`src/rtl/vp_controller_pkg.sv`:
```
// Shared types for the load value-prediction controller.
// Also provides fallback `ADDR_WIDTH / `DATA_WIDTH when the core does not define them.
`ifndef ADDR_WIDTH
`define ADDR_WIDTH 32
`endif
`ifndef DATA_WIDTH
`define DATA_WIDTH 32
`endif

package vp_controller_pkg;

  typedef enum logic [1:0] {
    IDLE,
    WAIT_MEM,
    RECOVER
  } vp_state_e;

  localparam int unsigned VP_INDEX_WIDTH = 6;

endpackage

```
`src/rtl/vp_controller_conf_table.sv`:
```
// Per-PC saturating confidence counters: combinational read, increment/clear write,
// all entries cleared by reset.
module vp_conf_table
  import vp_controller_pkg::*;
#(
  parameter int unsigned INDEX_WIDTH = VP_INDEX_WIDTH,
  parameter int unsigned CONF_BITS   = 2
) (
  input  logic                   clk,
  input  logic                   rst_n,
  input  logic [INDEX_WIDTH-1:0] rd_idx,
  output logic [CONF_BITS-1:0]   rd_cnt,
  input  logic                   wr_en,
  input  logic [INDEX_WIDTH-1:0] wr_idx,
  input  logic                   wr_inc
);

  localparam int unsigned ENTRIES = 1 << INDEX_WIDTH;
  localparam logic [CONF_BITS-1:0] CNT_MAX = '1;

  logic [CONF_BITS-1:0] cnt_q [ENTRIES];
  logic [CONF_BITS-1:0] cnt_d [ENTRIES];

  always_comb begin
    cnt_d = cnt_q;
    if (wr_en) begin
      if (!wr_inc) begin
        cnt_d[wr_idx] = '0;
      end else if (cnt_q[wr_idx] != CNT_MAX) begin
        cnt_d[wr_idx] = cnt_q[wr_idx] + 1'b1;
      end
    end
  end

  always_ff @(posedge clk or negedge rst_n) begin
    if (!rst_n) begin
      for (int unsigned i = 0; i < ENTRIES; i++) begin
        cnt_q[i] <= '0;
      end
    end else begin
      cnt_q <= cnt_d;
    end
  end

  assign rd_cnt = cnt_q[rd_idx];

endmodule

```
`src/rtl/vp_controller.sv`:
```
// Load value-prediction sequencer: forwards predictions, tracks one outstanding load,
// drives squash/recovery on mispredict. Confidence gating built only with VP_CONF_EN.
`ifndef ADDR_WIDTH
`define ADDR_WIDTH 32
`endif
`ifndef DATA_WIDTH
`define DATA_WIDTH 32
`endif

module vp_controller
  import vp_controller_pkg::*;
#(
  parameter int unsigned INDEX_WIDTH = VP_INDEX_WIDTH,
  parameter int unsigned CONF_BITS   = 2,
  parameter int unsigned CONF_THRESH = 2
) (
  input  logic                   clk,
  input  logic                   rst_n,
  input  logic                   ld_issue,
  input  logic [`ADDR_WIDTH-1:0] ld_pc,
  input  logic [`DATA_WIDTH-1:0] ld_pred,
  input  logic                   mem_valid,
  input  logic [`DATA_WIDTH-1:0] mem_data,
  input  logic                   recovery_done,
  output logic                   pred_use,
  output logic [`DATA_WIDTH-1:0] pred_value,
  output logic                   stall_issue,
  output logic                   flush,
  output logic [`ADDR_WIDTH-1:0] flush_pc,
  output logic [`DATA_WIDTH-1:0] corr_value,
  output logic                   commit,
  output logic                   recovery_ack
);

  vp_state_e              state_q, state_d;
  logic [`ADDR_WIDTH-1:0] pc_q, pc_d;
  logic [`DATA_WIDTH-1:0] pred_q, pred_d;
  logic [`DATA_WIDTH-1:0] corr_q, corr_d;
  logic                   predicted_q, predicted_d;
  logic                   pred_use_q, pred_use_d;
  logic                   commit_q, commit_d;
  logic                   ack_q, ack_d;
  logic                   issue_pred;
  logic                   tbl_wr_en;
  logic                   tbl_inc;

`ifdef VP_CONF_EN
  localparam logic [CONF_BITS-1:0] THRESH = CONF_BITS'(CONF_THRESH);

  logic [INDEX_WIDTH-1:0] rd_idx;
  logic [INDEX_WIDTH-1:0] idx_q, idx_d;
  logic [CONF_BITS-1:0]   rd_cnt;

  assign rd_idx     = ld_pc[INDEX_WIDTH+1:2];
  assign issue_pred = (rd_cnt >= THRESH);

  always_comb begin
    idx_d = idx_q;
    if (state_q == IDLE && ld_issue) begin
      idx_d = rd_idx;
    end
  end

  always_ff @(posedge clk or negedge rst_n) begin
    if (!rst_n) begin
      idx_q <= '0;
    end else begin
      idx_q <= idx_d;
    end
  end

  vp_conf_table #(
    .INDEX_WIDTH (INDEX_WIDTH),
    .CONF_BITS   (CONF_BITS)
  ) u_conf_table (
    .clk    (clk),
    .rst_n  (rst_n),
    .rd_idx (rd_idx),
    .rd_cnt (rd_cnt),
    .wr_en  (tbl_wr_en),
    .wr_idx (idx_q),
    .wr_inc (tbl_inc)
  );
`else
  // Without the table every load is predicted; the training strobes have no sink.
  logic unused_cfg;
  assign issue_pred = 1'b1;
  assign unused_cfg = ^{tbl_wr_en, tbl_inc, (CONF_BITS != 0), (CONF_THRESH != 0),
                        (INDEX_WIDTH != 0)};
`endif

  always_comb begin
    state_d     = state_q;
    pc_d        = pc_q;
    pred_d      = pred_q;
    corr_d      = corr_q;
    predicted_d = predicted_q;
    pred_use_d  = 1'b0;
    commit_d    = 1'b0;
    ack_d       = 1'b0;
    tbl_wr_en   = 1'b0;
    tbl_inc     = 1'b0;
    case (state_q)
      IDLE: begin
        if (ld_issue) begin
          pc_d        = ld_pc;
          pred_d      = ld_pred;
          predicted_d = issue_pred;
          pred_use_d  = issue_pred;
          state_d     = WAIT_MEM;
        end
      end
      WAIT_MEM: begin
        if (mem_valid) begin
          tbl_wr_en = 1'b1;
          if (mem_data == pred_q) begin
            tbl_inc  = 1'b1;
            commit_d = predicted_q;
            state_d  = IDLE;
          end else if (predicted_q) begin
            corr_d  = mem_data;
            state_d = RECOVER;
          end else begin
            state_d = IDLE;
          end
        end
      end
      RECOVER: begin
        if (recovery_done) begin
          ack_d   = 1'b1;
          state_d = IDLE;
        end
      end
      default: state_d = IDLE;
    endcase
  end

  always_ff @(posedge clk or negedge rst_n) begin
    if (!rst_n) begin
      state_q     <= IDLE;
      pc_q        <= '0;
      pred_q      <= '0;
      corr_q      <= '0;
      predicted_q <= 1'b0;
      pred_use_q  <= 1'b0;
      commit_q    <= 1'b0;
      ack_q       <= 1'b0;
    end else begin
      state_q     <= state_d;
      pc_q        <= pc_d;
      pred_q      <= pred_d;
      corr_q      <= corr_d;
      predicted_q <= predicted_d;
      pred_use_q  <= pred_use_d;
      commit_q    <= commit_d;
      ack_q       <= ack_d;
    end
  end

  assign pred_use     = pred_use_q;
  assign pred_value   = pred_q;
  assign stall_issue  = (state_q != IDLE);
  assign flush        = (state_q == RECOVER);
  assign flush_pc     = pc_q;
  assign corr_value   = corr_q;
  assign commit       = commit_q;
  assign recovery_ack = ack_q;

endmodule

```
`config.mk`:
```
export PLATFORM = sky130hd
export DESIGN_NAME = vp_controller
export DESIGN_NICKNAME = d
export VERILOG_FILES = /design/src/rtl/vp_controller_pkg.sv /design/src/rtl/vp_controller_conf_table.sv /design/src/rtl/vp_controller.sv
export SDC_FILE = /design/constraint.sdc
export NUM_CORES = 1
export LEC_CHECK = 0
export ABC_AREA = 1
export CAP_MARGIN = 40
export CORE_MARGIN = 10
export CORE_UTILIZATION = 37
export CTS_CLUSTER_DIAMETER = 40
export DETAILED_ROUTE_END_ITERATION = 12
export HOLD_SLACK_MARGIN = 0.05
export PLACE_DENSITY = 0.76
export SYNTH_ARGS = -nofsm -noshare
export SYNTH_HDL_FRONTEND = slang
export SYNTH_SLANG_ARGS = --single-unit
export TNS_END_PERCENT = 5
```
`constraint.sdc`:
```
create_clock -name clk -period 1.4 [get_ports clk]
set_input_delay 0.14 -clock clk [delete_from_list [all_inputs] [get_ports clk]]
set_output_delay 0.14 -clock clk [all_outputs]
set_load 0.01 [all_outputs]
```
==> summary by stage, run 1 <==
Global route
Entering global routing, the biggest net connects 103 pins. The initial antenna violation count is 1. The global-route usage over all layers is 17.4%. The number of global-route vias before repair is 4480.

The first global-routing pass estimated 23100 um of wire. The global-route congestion overflow total is 0.

STA
The number of pins exceeding their max-slew limit in the final report is 0. Setup repair after global routing could not meet its margin everywhere. The final cycle utilization of the critical path is 114%. Setup violations remaining at the end of the flow were counted as 34. The routed design could run at a clock period as short as 1590 ps. The post-route worst setup slack is -191 ps. The maximum clock rate is 0.629 GHz. For the pin with the worst max-slew slack, the measured transition is 594 ps. The worst hold margin is 330 ps.

The number of endpoints with negative hold slack in the final report is 0. The relative slew slack is 60.4%. The clock tree skew after final layout is 7.89 ps. Setup total negative slack on the finished layout was measured at -5240 ps.

Floorplanning
The y dimension of the die is 129 um. The site row count is 39. The x dimension of the die is 129 um. The initial utilization of the core area, before any placement, comes to 38.0%. 202 I/O pins were placed.

The floorplan step defined a die boundary enclosing 16500 um^2. The core region is 11500 um^2.

Finish
Of the cells placed in the final design, the portion with a size suffix greater than 1 is 15.4%. The final cell area excluding filler cells is 7380 um^2. The area growth from synthesis to layout is 69.3%. The final layout contains 886 nets.

Placement
Detailed placement ended at an HPWL of 11500 um. In this run the tool buffered the top-level ports with 201 buffer cells. Timing analysis after detailed placement gives a worst setup slack of -433 ps. The placer's final routability congestion estimate is 0.840. The placed instances occupy a cell area of 7010 um^2.

Synth
The number of warnings reported in the yosys synthesis log is 0. The gate count of the mapped netlist is 522. The netlist uses 15 different library cells. The average instance in the mapped netlist occupies 8.35 um^2. Synthesis inferred 102 register bits.

The sequential fraction of the synthesis area is 58.6%. The post-synth net total is 623. After synthesis the cells add up to 4360 um^2.

Status
The flow ran to the end, but the final reports show violations. The final reports fail on negative setup slack.

Setup path
For the worst setup path, the data required time is 1680 ps. Data on the critical path arrives at its endpoint at 1870 ps. The maximum fanout encountered on the critical timing path is 6. The critical path start-end classification is reg -> reg.

The startpoint type of the worst setup path is a flop. STA classifies the critical path endpoint as a flop.

Clock tree
Counting along the longest clock path gives a buffer depth of 2. The total clock buffers created by CTS is 9. In this run the clock root is driven by a sky130_fd_sc_hd__clkbuf_16.

The number of levels the H-tree was split into is 3. Counting every sink on the clock net gives 102. The latest clock arrival within the worst-skew pair is 340 ps.

The CTS tree is yes. Clock-pin slew was measured on the worst setup and hold paths at 70 ps.

Detailed routing
Detailed routing placed a total of 1350 um of wire on met3. The ratio of routed vias to standard cells is 4.55. The detailed-router iteration count before antenna repair is 4.

In this run, the number of DRC markers left after iteration 0 of detailed routing was 226. The final route contains 4252 vias. The count of nets left with antenna violations once routing finished came out at 0. The wire length the detailed router placed on met1 is 6030 um. The detailed router used layers up to and including met4. After detailed routing, the total wire length is 15000 um. The remaining design rule violation count is 0.

The total met2 wirelength after detailed routing is 7400 um. After detailed routing, the average wire length per cell comes to 16.1 um.

Worst hold path
In this run the worst hold path is classified as in -> reg.

Flow run
Max-cap violations in this run came to 0.

Pwr
The reported leakage power is 4.14 nW. IR analysis of the VDD net gives a maximum drop of 1130 uV. The power per unit of standard cell area is 2010 nW/um^2.
## flip-flops by register name (all words and copies together), names as in the netlist
register	count
pred_use	1
corr_value	32
commit	1
recovery_ack	1
flush_pc	32
state_q	2
predicted_q	1
pred_value	32
## cell usage in the layout, fill, tap and decap left out
| cell | count |
|---|---|
| sky130_fd_sc_hd__dlymetal6s2s_1 | 27 |
| sky130_fd_sc_hd__xnor2_2 | 2 |
| sky130_fd_sc_hd__buf_6 | 5 |
| sky130_fd_sc_hd__o21ai_0 | 10 |
| sky130_fd_sc_hd__nor3_4 | 1 |
| sky130_fd_sc_hd__clkbuf_8 | 3 |
| sky130_fd_sc_hd__nor2_2 | 6 |
| sky130_fd_sc_hd__nor3_1 | 1 |
| sky130_fd_sc_hd__dlygate4sd3_1 | 1 |
| sky130_fd_sc_hd__xnor2_1 | 21 |
| sky130_fd_sc_hd__buf_12 | 5 |
| sky130_fd_sc_hd__nand2_1 | 283 |
| sky130_fd_sc_hd__buf_2 | 1 |
| sky130_fd_sc_hd__clkbuf_16 | 10 |
| sky130_fd_sc_hd__inv_2 | 4 |
| sky130_fd_sc_hd__inv_1 | 21 |
| sky130_fd_sc_hd__clkdlybuf4s50_1 | 103 |
| sky130_fd_sc_hd__dfrtp_1 | 102 |
| sky130_fd_sc_hd__nand2_4 | 1 |
| sky130_fd_sc_hd__nand2_2 | 8 |
| sky130_fd_sc_hd__diode_2 | 1 |
| sky130_fd_sc_hd__nor2_1 | 7 |
| sky130_fd_sc_hd__clkinv_2 | 4 |
| sky130_fd_sc_hd__clkbuf_2 | 1 |
| sky130_fd_sc_hd__buf_4 | 71 |
| sky130_fd_sc_hd__nand3_1 | 32 |
| sky130_fd_sc_hd__dlygate4sd2_1 | 60 |
## final timing paths
kind | from | slack, ps | endpoint | cells past startpoint
max in group asynchronous | rst_n | 540 | corr_value[22] | 3
min in group asynchronous | rst_n | 360 | corr_value[18] | 3
worst max register to register | pred_value[11] | -190 | corr_value[31] | 10
worst min register to register | corr_value[25] | 470 | corr_value[25] | 2
worst max-delay path | pred_value[11] | -190 | corr_value[31] | 10
worst min-delay path | ld_pc[27] | 330 | flush_pc[27] | 3
## routing by layer
layer	vias up	GRT usage, %
met1	1984	19.8
li1	2108	-
met2	143	29.1
met5	-	0
met3	17	6.82
met4	0	5.96
## cell families (layout without fill, tap and decap cells)
kind of cell              count (synthesis)  after routing  share of synthesized area, %
and+or+nand+nor                         339            339                          30.7
AOI/OAI and AO/OA                        10             10                          1.15
other                                     0              1                             0
xor gates and xnor gates                 23             23                          4.62
buffers and inverters                    48            316                          5.02
DFF                                     102            102                          58.6
## layout make-up
class | count | area, um^2
clock buffers | 12 | 267
multi-input cells | 372 | 1640
diodes | 1 | 2.50
repair buffers | 275 | 2630
inverters | 25 | 93.8
fillers | 962 | 4090
well taps | 143 | 179
flip-flops and latches | 102 | 2550
clock inverters | 4 | 20.0
## per-stage QoR
step	util [%]	total power, mW	std cells
after CTS	63.0	15.0	930
after detailed placement	61.2	13.2	913
final	64.3	14.9	934
after global routing	64.3	16.0	934
after global placement	61.2	12.9	913
after floorplan	-	8.21	522
## worst max-delay path, stage by stage (launching register included)
cell and delay, ps:
sky130_fd_sc_hd__dfrtp_1 400, sky130_fd_sc_hd__xnor2_1 180, sky130_fd_sc_hd__nand2_1 90, sky130_fd_sc_hd__nor2_1 120, sky130_fd_sc_hd__nand2_1 70, sky130_fd_sc_hd__nor2_1 120, sky130_fd_sc_hd__nand2_2 120, sky130_fd_sc_hd__nand2_4 160
sky130_fd_sc_hd__clkbuf_16 170, sky130_fd_sc_hd__nand2_1 50, sky130_fd_sc_hd__nand2_1 60
## cells in the mapped netlist (all sizes together)
library cell	n	share of area (%)
inv	25	2.2
dfrtp	102	59
xnor2	23	4.6
nand3	32	3.7
o21ai	10	1.1
nor2	13	1.1
nor3	2	0.49
clkbuf	6	0.52
buf	17	2.4
nand2	292	25
## power by group
part	leakage, nW	switching [mW]	total (mW)	internal (mW)
Combinational	2.73	3.60	7.27	3.67
Sequential	1.26	0.845	5.17	4.32
Clock	0.148	1.08	2.42	1.34
Total	4.14	5.52	14.9	9.33
## timing repair
item,in CTS,in global routing
endpoints found under the setup margin,104,73
buffers inserted,1,2
hold buffers,1,0
gates resized for setup,80,44
cloned,0,1
endpoints found under the hold margin,102,0
pin swaps,13,8
No activity file was read; power rests on OpenSTA's default activity.
==> run 2: changes to the inputs <==
--- a/config.mk
+++ b/config.mk
@@ -7,6 +7,7 @@
 export LEC_CHECK = 0
 export ABC_AREA = 1
 export CAP_MARGIN = 40
+export CORE_ASPECT_RATIO = 0.5
 export CORE_MARGIN = 10
 export CORE_UTILIZATION = 37
 export CTS_CLUSTER_DIAMETER = 40
==> run 2 against run 1 <==
The flow still finishes with violations (negative setup slack). Non-clock buffer count fell by 8. Sequential power decreased by 1%. Die area grew 1.6%. Worst setup slack gained 24 ps. Critical path depth unchanged. Utilization rose by 0.31 points. Worst hold slack hardly changed. Via count is 1.9% lower. Global-route usage down 0.22 points. Register-to-register slack improved by 20 ps. Critical endpoint is now corr_value[2].
==> summary by stage, run 2 (synthesis results as in run 1) <==
STA
The total negative slack for setup checks was -4620 ps (+615 ps). The number of endpoints with negative hold slack in the final report was 0 (unchanged). The shortest period the worst path allows was 1570 ps (-23.9 ps). The final count of negative-setup-slack endpoints is 34 (unchanged).

The clock tree skew after final layout is 10.8 ps (+2.91 ps). The transition time at the pin with the least slew margin is 551 ps (-43.1 ps). The relative slew slack came to 63.2% (+2.9 points). The maximum clock rate is 0.638 GHz (+1.5%).

Setup repair after global routing could not meet its margin everywhere. The number of pins exceeding their max-slew limit in the final report is 0 (unchanged). The post-route worst setup slack was -167 ps (+23.9 ps). The final cycle utilization of the critical path is 112% (-1.7 points).

Setup path
The critical path's slowest cell is sky130_fd_sc_hd__dfrtp_1. The required time of the critical path is 1670 ps (about the same). The cell repeated most along the worst path is sky130_fd_sc_hd__nand2_1.

The origin of the worst setup path is pred_value[27]. In this run the critical register-to-register path is launched from pred_value[27]. The endpoint arrival time on the critical path is 1840 ps (-30 ps). The startpoint type of the worst setup path is a flop. The signal on the critical path passes through xnor2_1 > nand2_1 > nor2_2 > nand2_1 > nor2_2 > nand2_2 > nand2_4 > buf_12 > nand2_1 > nand2_1. The largest incremental delay on the critical path was 400 ps (about the same). The maximum fanout encountered on the critical timing path is 22 (+16).

The setup path with the least slack is of type reg -> reg. The endpoint class of the critical path is a flop.

Detailed routing
The number of DRC violations after detailed-routing iteration 0 is 236 (+4.4%). The detailed-router iteration count before antenna repair is 4 (unchanged). The remaining design rule violation count is 0 (unchanged). The detailed-route wire length per cell came to 15.9 um (-1.2%).

The remaining number of nets flagged by the antenna check after routing is 0 (unchanged). The total number of vias is 4172 (-1.9%). The ratio of routed vias to standard cells came to 4.44 (-2.5%). The final routed wirelength across all metal layers is 14900 um (-0.56%).

Clock tree
The latest clock arrival within the worst-skew pair was 340 ps (about the same). The number of buffers on the longest clock path is 2 (unchanged). The number of levels the H-tree was split into was 3 (unchanged). The total clock buffers created by CTS came to 9 (unchanged). The sink count of the clock tree is 102 (unchanged).

The clock root buffer master is sky130_fd_sc_hd__clkbuf_16. The CTS tree is yes. The clock-pin transition on the worst setup and hold timing paths is 70 ps (about the same).

Global route
The met3 usage is 4.02% (-2.8 points). The global-route congestion overflow total came to 0 (unchanged). The global-route usage over all layers came to 17.1% (-0.22 points). The met1 track utilization from global routing is 19.1% (-0.70 points). The global-route wire length before repair is 23200 um (+0.42%).

The pin count of the biggest net entering global routing is 103 (unchanged). The number of global-route vias before repair is 4222 (-5.8%). The met2 usage came to 31.8% (+2.6 points). The layer flagged by global routing as most heavily used is met2.

The initial antenna violation count was 0 (-1).

Floorplanning
The effective utilization at floorplan came to 38.7% (+0.74 points). The core area is 11200 um^2 (-1.9%). The x dimension of the die is 174 um (+35%). The site row count is 27 (-31%). The total die area came to 16800 um^2 (+1.6%). The y dimension of the die is 96.8 um (-25%). The count of boundary I/O pins is 202 (unchanged).

Worst hold path
In this run the most critical hold path is launched from ld_pred[24]. The path class of the tightest hold or removal check is in -> reg.

Pwr
The reported leakage power came to 4.03 nW (-2.8%). The maximum vdd drop is 776 uV (-31%). The overall power after layout was 14.6 mW (-1.5%). The power per unit of standard cell area is 2010 nW/um^2 (-0.11%).

Finish
The number of inserted filler cells in the final layout is 964 (+0.21%). The fraction of layout instances using a drive strength above 1 is 12.5% (-2.9 points). The antenna diode count is 0 (-1). The relative area change from synthesis to final layout is 66.8%. In the layout the commonest cells are sky130_fd_sc_hd__nand2_1, sky130_fd_sc_hd__clkdlybuf4s50_1, sky130_fd_sc_hd__dfrtp_1. The most common library cell in the layout ignoring fill and taps is sky130_fd_sc_hd__nand2_1.

The net count of the finished layout came to 878 (-0.90%).

Flow run
The total of max-cap violations is 0 (unchanged).

Placement
The count of buffers from port buffering is 201 (unchanged). The HPWL after detailed placement was 11500 um (+0.54%). The placer's final routability congestion estimate came to 0.768 (-8.6%). The worst setup slack after placement is -413 ps (+20.3 ps).

Status
The final reports fail on negative setup slack. The run finished, with violations left.
## run 2: changes by cell type in the layout (fill, tap and decap cells not counted), moves of 2 or more
cell	previous run	this run
sky130_fd_sc_hd__dlygate4sd2_1	60	71
sky130_fd_sc_hd__buf_4	71	64
sky130_fd_sc_hd__dlymetal6s2s_1	27	21
sky130_fd_sc_hd__nand2_1	283	289
sky130_fd_sc_hd__nand2_2	8	2
sky130_fd_sc_hd__buf_6	5	0
sky130_fd_sc_hd__clkinv_2	4	0
sky130_fd_sc_hd__clkbuf_8	3	0
sky130_fd_sc_hd__clkinv_4	0	2
sky130_fd_sc_hd__clkinvlp_4	0	2
## run 2: routing by layer
layer | part of all wire [%] | up-vias
li1 | - | 2096
met1 | 41 | 1959
met2 | 54 | 103
met3 | 3.8 | 14
met4 | 1.7 | 0
met5 | 0 | -
## run 2: power breakdown
| part | total, mW | switching (mW) | leakage (nW) | internal [mW] |
|---|---|---|---|---|
| Combinational | 7.03 | 3.57 | 2.63 | 3.46 |
| Sequential | 5.10 | 0.781 | 1.26 | 4.32 |
| Clock | 2.50 | 1.11 | 0.138 | 1.39 |
| Total | 14.6 | 5.46 | 4.03 | 9.17 |
## run 2: what timing repair did
item	4_1_cts	5_1_grt
pin swaps	2	1
setup buffers	0	0
endpoints found under the hold margin	102	0
resized for setup	78	28
endpoints found under the setup margin	109	57
hold buffers	1	0
## run 2: per-stage QoR
stage                     std cells  area (um^2)  util (%)  hold slack [ps]
after CTS                       940         7210      64.1              313
after global routing            940         7270      64.7              326
final                           940         7270      64.7              330
after floorplan                 522         4360         -             -156
after detailed placement        924         7000      62.2              261
after global placement          924         7000      62.2              258
## run 2: area by class of cell
class | count | area, um^2 | share of cell area [%]
clock buffers | 9 | 225 | 3.10
multi-input cells | 372 | 1610 | 22.1
flip-flops and latches | 102 | 2550 | 35.1
well taps | 159 | 199 | 2.74
repair buffers | 267 | 2520 | 34.7
clock inverters | 6 | 71.3 | 0.981
inverters | 25 | 93.8 | 1.29
## run 2: critical path: cells and delay by family (launching register included)
family / cells / cell delay (ps)
simple gates: 8 / 800
buf+inv: 1 / 160
flops: 1 / 400
xor+xnor: 1 / 150
## run 2: final timing paths
check                                  to  slack [ps]  cells past startpoint
hold / removal             pred_value[24]         330                      3
setup reg to reg            corr_value[2]        -170                     10
max in group asynchronous   corr_value[0]         570                      3
hold reg to reg             corr_value[0]         470                      2
setup / recovery            corr_value[2]        -170                     10
min in group asynchronous  pred_value[16]         420                      3
==> edit 1, RTL diff (settings of run 2) <==
Add a define of `VP_CONF_EN`.
--- a/src/rtl/vp_controller.sv
+++ b/src/rtl/vp_controller.sv
@@ -1,5 +1,7 @@
 // Load value-prediction sequencer: forwards predictions, tracks one outstanding load,
 // drives squash/recovery on mispredict. Confidence gating built only with VP_CONF_EN.
+`define VP_CONF_EN
+
 `ifndef ADDR_WIDTH
 `define ADDR_WIDTH 32
 `endif
Check against the original RTL: not equivalent (a bounded check fails within 4 cycles, from zero or initial values and one cycle with rst_n low).
==> edit 1 against run 2 <==
- the flow still finishes with violations (setup timing)
- total power rose to 2.8 times the old value
- setup slack worse by 1.3 ns
- via count grew to 3.4 times the old value
- first-iteration DRC count grew to 6.4 times the old value
- area after synthesis rose to 2.9 times the old value
- sequential cell count increased by 128
- final cell count grew to 3.0 times the old value
- wire length increased to 3.4 times the old value
- highest routed layer unchanged
- design area increased to 2.7 times the old value
==> edit 1: results (changes against run 2) <==
Parameter                              Value

STA
  Worst Skew    0.0182 ns (was 0.0108 ns)
  Setup TNS    -180.64 ns (was -4.62 ns)
  Relative slew slack    63.5% (was 63.2%)
  Final setup margin    -1.44 ns (was -0.167 ns)
  Number of hold-slack violations in the final timing report    0 (unchanged)
  Setup-failing EPs final    185 (was 34)

Pwr
  Static Leakage    10.2 nW (was 4.03 nW)
  Worst IR Drop VDD    0.977 mV (was 0.776 mV)

Setup path
  Worst Path Arrival    3.30 ns (was 1.84 ns)
  CP max stage cell    dfrtp_2 (was dfrtp_1)
  Largest fanout on the critical path    7 (was 22)
  Delay of the slowest critical-path stage    0.47 ns (was 0.40 ns)

Final layout
  Layout cells sized above 1    27.3% (was 12.5%)
  Number of nets in the layout    2426 (was 878)
  Final Instance Count excl. Fillers    2825 (was 940)
  Final Util    58.2% (was 64.7%)
  Largest register by flop count    u_conf_table.cnt_q
  Number of fillers in the final layout    2754 (was 964)

Global routing
  Met2 global-route usage    38.3% (was 31.8%)
  Via count of the first global-routing pass    13392 (was 4222)
  Number of antenna violations at the first check in global routing    1 (was 0)
  Overall routing resource usage    21.9% (was 17.1%)
  Met3 capacity usage during global routing    4.33% (was 4.02%)
  Pin count of the biggest net entering global routing    52 (was 103)
  Global routing met1 resource utilization    26.5% (was 19.1%)
  Global-route wire length before repair    75100 µm (was 23200 µm)

Synthesis
  Sequential area share after synthesis    44.8% (was 58.6%)
  Dominant cells by area after synthesis    dfrtp_1, nand2_1, inv_1 (was dfrtp_1, nand2_1, xnor2_1)
  Synthesized Nets    1944 (was 623)
  Leading post-synthesis cells by instance count    nand2_1, inv_1, nor2_1 (was nand2_1, dfrtp_1, nand3_1)
  Post-Synthesis Cells    1842 (was 522)
  Yosys cell types    33 (was 15)

Placement
  Standard cell area after detailed placement    17700 µm² (was 7000 µm²)
  Inst Count DP    2737 (was 924)
  Placer's final routability congestion estimate    0.993 (was 0.768)
  Placed wire-length estimate    34900 µm (was 11500 µm)

Drt
  Routed length on met3    4890 µm (was 570 µm)
  Final wirelength    51300 µm (was 14900 µm)
  Met1 Wirelength    19100 µm (was 6090 µm)
  Total iterations of the first detailed-routing run    6 (was 4)
  Detail Route met2 WL    24700 µm (was 8020 µm)
  Drt first-iter violations    1502 (was 236)
  Count of vias placed by the detailed router    14276 (was 4172)

Outcome
  Violated checks    setup timing (unchanged)
  Result of the run    finished, violations left (unchanged)

Clock tree
  CTS H-tree lvls    1 (was 3)
  Clock insertion delay at the later pin of the skew report    0.58 ns (was 0.34 ns)
  Inserted Clock Buffers    31 (was 9)
  Post-CTS Setup Inserts    9 (was 0)
  Clock Path Buffers    3 (was 2)
  Total of hold buffers inserted after clock tree synthesis    1 (unchanged)
  CTS resizes    274 (was 78)

Hold path
  Class of the worst hold path    in2async (was in2reg)
edit 1: where the power goes:
group	internal, mW	switching [mW]	total [mW]
logic	10.0	11.4	21.4
registers	9.12	1.75	10.9
clock network	5.24	3.31	8.55
edit 1: path summary, 6_finish.rpt:
kind | start | end | slack, ns | cells after the start
worst min register to register | corr_value[3] | corr_value[3] | 0.48 | 2
worst max register to register | idx_q[2] | u_conf_table.cnt_q[64] | -1.44 | 19
worst min-delay path | rst_n | u_conf_table.cnt_q[25] | 0.05 | 2
worst max-delay path | idx_q[2] | u_conf_table.cnt_q[64] | -1.44 | 19
min in group clk | ld_pred[16] | pred_value[16] | 0.15 | 3
max in group asynchronous | rst_n | pred_value[8] | 0.65 | 3
edit 1: worst max-delay path: cells and delay by family (launching register included):
kind | cells | cell delay (ns)
AO/OA/AOI/OAI | 2 | 0.28
adder cells (fa/ha/maj) | 1 | 0.17
buffers and inverters | 6 | 0.83
flip-flops | 1 | 0.47
AND/OR/NAND/NOR | 10 | 0.96
edit 1: logic make-up (layout without fill, tap and decap cells):
logic type,count (synthesis),in the layout,synth area share (%)
simple gates,937,938,29.1
xor+xnor,14,14,0.954
other cells,0,2,0
fa+ha+maj,1,1,0.0974
mux,33,33,2.89
buf+inv,411,916,13.2
compound gates,216,216,8.96
flops,230,230,44.8
edit 1: area by class of cell:
cell class | count | share of cell area (%)
well taps | 475 | 2.97
diodes | 2 | 0.0250
flip-flops and latches | 230 | 28.8
multi-input cells | 1202 | 31.3
inverters | 340 | 6.55
clock buffers | 40 | 4.45
clock inverters | 17 | 1.11
repair buffers | 519 | 24.8
==> edit 2, RTL diff (config.mk and constraints of run 2) <==
Without the edit above. Remove the register `pred_use_q`: a continuous assignment takes its place, so the output `pred_use` follows one clock earlier.
--- a/src/rtl/vp_controller.sv
+++ b/src/rtl/vp_controller.sv
@@ -142,7 +142,6 @@
       pred_q      <= '0;
       corr_q      <= '0;
       predicted_q <= 1'b0;
-      pred_use_q  <= 1'b0;
       commit_q    <= 1'b0;
       ack_q       <= 1'b0;
     end else begin
@@ -151,11 +150,12 @@
       pred_q      <= pred_d;
       corr_q      <= corr_d;
       predicted_q <= predicted_d;
-      pred_use_q  <= pred_use_d;
       commit_q    <= commit_d;
       ack_q       <= ack_d;
     end
   end
+
+  assign pred_use_q = pred_use_d;
 
   assign pred_use     = pred_use_q;
   assign pred_value   = pred_q;
Check against the original RTL: not equivalent (a bounded check fails within 4 cycles, from zero or initial values and one cycle with rst_n low).
==> edit 2 against run 2 <==
- total power grew 4.6%
- area after synthesis shrank 0.57%
- the flow still finishes with violations (setup timing)
- design area grew 3.3%
- clock power grew 7%
- largest power group unchanged
- critical endpoint is now corr_value[20]
- setup slack lost 0.057 ns
- synthesized cell count shrank 0.19%
- wire length grew 6.6%
- sequential cell count shrank 1
- critical path type unchanged
==> edit 2: results (changes against run 2) <==
Parameter                              Value

Outcome
  Result of the run    finished, violations left (unchanged)
  Violated checks    setup timing (unchanged)

Synthesis
  Post-synthesis xor/xnor area fraction    4.65% (was 4.62%)
  Fraction of the mapped netlist area in compound gates    1.15% (about the same)
  Number of warning messages in the yosys log    0 (unchanged)
  Dominant cells by area after synthesis    dfrtp_1, nand2_1, xnor2_1 (unchanged)
  Yosys cell types    15 (unchanged)
  Synthesized Nets    622 (was 623)
  Most used DFF post-synth    dfrtp_1 (unchanged)
  Leading post-synthesis cells by instance count    nand2_1, dfrtp_1, nand3_1 (unchanged)
  Sequential area share after synthesis    58.3% (was 58.6%)

Global routing
  Pin count of the biggest net entering global routing    53 (was 103)
  Overall routing resource usage    17.5% (was 17.1%)
  Via count of the first global-routing pass    4157 (was 4222)
  Global-route wire length before repair    23100 µm (was 23200 µm)
  Number of antenna violations at the first check in global routing    0 (unchanged)

Drt
  Via-per-instance ratio    4.50 (was 4.44)
  Drt first-iter violations    308 (was 236)
  Total iterations of the first detailed-routing run    4 (unchanged)
  WL/cell    16.7 µm (was 15.9 µm)

Clock tree
  Clock Path Buffers    2 (unchanged)
  Inserted Clock Buffers    9 (unchanged)

Setup path
  Largest fanout on the critical path    7 (was 22)
  Worst-case reg-to-reg path depth    10 (unchanged)
  Delay of the slowest critical-path stage    0.40 ns (about the same)
  Startpoint of the most critical register-to-register path    pred_value[31] (was pred_value[27])
  Worst Path Arrival    1.91 ns (was 1.84 ns)
  CP max stage cell    dfrtp_1 (unchanged)
  Reg-to-reg critical path endpoint    corr_value[20] (was corr_value[2])

Hold path
  Class of the worst hold path    in2async (was in2reg)

Pwr
  Static Leakage    4.18 nW (was 4.03 nW)
  Worst IR Drop VDD    0.911 mV (was 0.776 mV)

Placement
  Number of I/O port buffers    201 (unchanged)
  Placer's final routability congestion estimate    0.793 (was 0.768)
  Standard cell area after detailed placement    7050 µm² (was 7000 µm²)
  Post-placement setup slack    -0.456 ns (was -0.413 ns)
  Placed wire-length estimate    11800 µm (was 11500 µm)

Final layout
  Number of nets in the layout    891 (was 878)
  Layout cells sized above 1    16.9% (was 12.5%)
  Number of fillers in the final layout    907 (was 964)

STA
  Setup-failing EPs final    35 (was 34)
  Final setup margin    -0.224 ns (was -0.167 ns)
  Worst Max-Slew Pin Slew    0.428 ns (was 0.551 ns)
  Worst Skew    0.00551 ns (was 0.0108 ns)
-- edit 2: changes by cell type in the layout (fill, tap and decap cells not counted), sizes merged --
cell           delta
clkbuf            +5
inv               -1
clkinv            -1
clkinvlp          +1
dlymetal6s2s      +3
bufinv            +1
dlygate4sd2       -7
clkdlybuf4s50     -2
dfrtp             -1
buf              +16
-- edit 2: worst max path at each step --
stage	from	end	slack (ns)	cells after the start
2_1_floorplan	pred_value[4]	corr_value[10]	0.01	9
3_3_place_gp	mem_data[13]	corr_value[5]	-0.41	11
3_5_place_dp	mem_data[12]	corr_value[3]	-0.46	11
4_1_cts	pred_value[12]	corr_value[3]	-0.19	10
5_1_grt	pred_value[13]	corr_value[20]	-0.31	10
6_report	pred_value[31]	corr_value[20]	-0.22	10
-- edit 2: repair_timing --
item                       in CTS  in global routing
setup endpoints to repair     151                 78
hold endpoints to repair       27                  0
pin swaps                       3                 16
cloned                          0                  3
gates resized for setup        85                 54
setup buffers                   0                  2
hold buffers                    1                  0
-- edit 2: cell families after synthesis --
family	after synthesis
compound gates	10
xor+xnor	23
buf+inv	48
flops	101
simple gates	339
-- edit 2: routing by layer --
layer  vias to the layer above  share of wire [%]  GRT usage (%)
met5                         -                  0              0
met4                         0                1.7           5.06
met3                        17                4.6           3.99
met2                        97                 53           33.6
met1                      2064                 40           19.5
li1                       2117                  -              -
-- edit 2: cell type report --
class	count	area (µm²)	share of cell area, %
Inverter	25	93.8	1.25
Tap cell	159	199	2.65
Sequential cell	101	2530	33.6
Clock inverter	6	87.6	1.17
Timing Repair Buffer	281	2700	35.9
Clock buffer	10	229	3.05
Multi-Input combinational cell	372	1680	22.4
-- edit 2: metrics by stage --
stage	hold slack [ns]	TNS, ns	instances	utilization [%]
after floorplan	-0.156	0	521	-
after global placement	0.105	-16.52	932	62.9
after detailed placement	0.105	-17.17	932	62.9
after CTS	0.299	-5.44	949	64.9
after global routing	0.320	-9.36	954	67.0
final	0.286	-6.14	954	67.0
-- edit 2: worst max-delay path, delay by kind of cell, from the launching register on --
kind | cells | cell delay, ns
flops | 1 | 0.40
simple gates | 8 | 0.82
buf+inv | 1 | 0.17
xor+xnor | 1 | 0.17
-- edit 2: power breakdown --
group | switching, mW | leakage, nW | internal, mW | total, mW
clock network | 1.12 | 0.145 | 1.56 | 2.68
registers | 0.826 | 1.25 | 4.28 | 5.11
logic | 3.78 | 2.79 | 3.72 | 7.50
total | 5.72 | 4.18 | 9.57 | 15.3
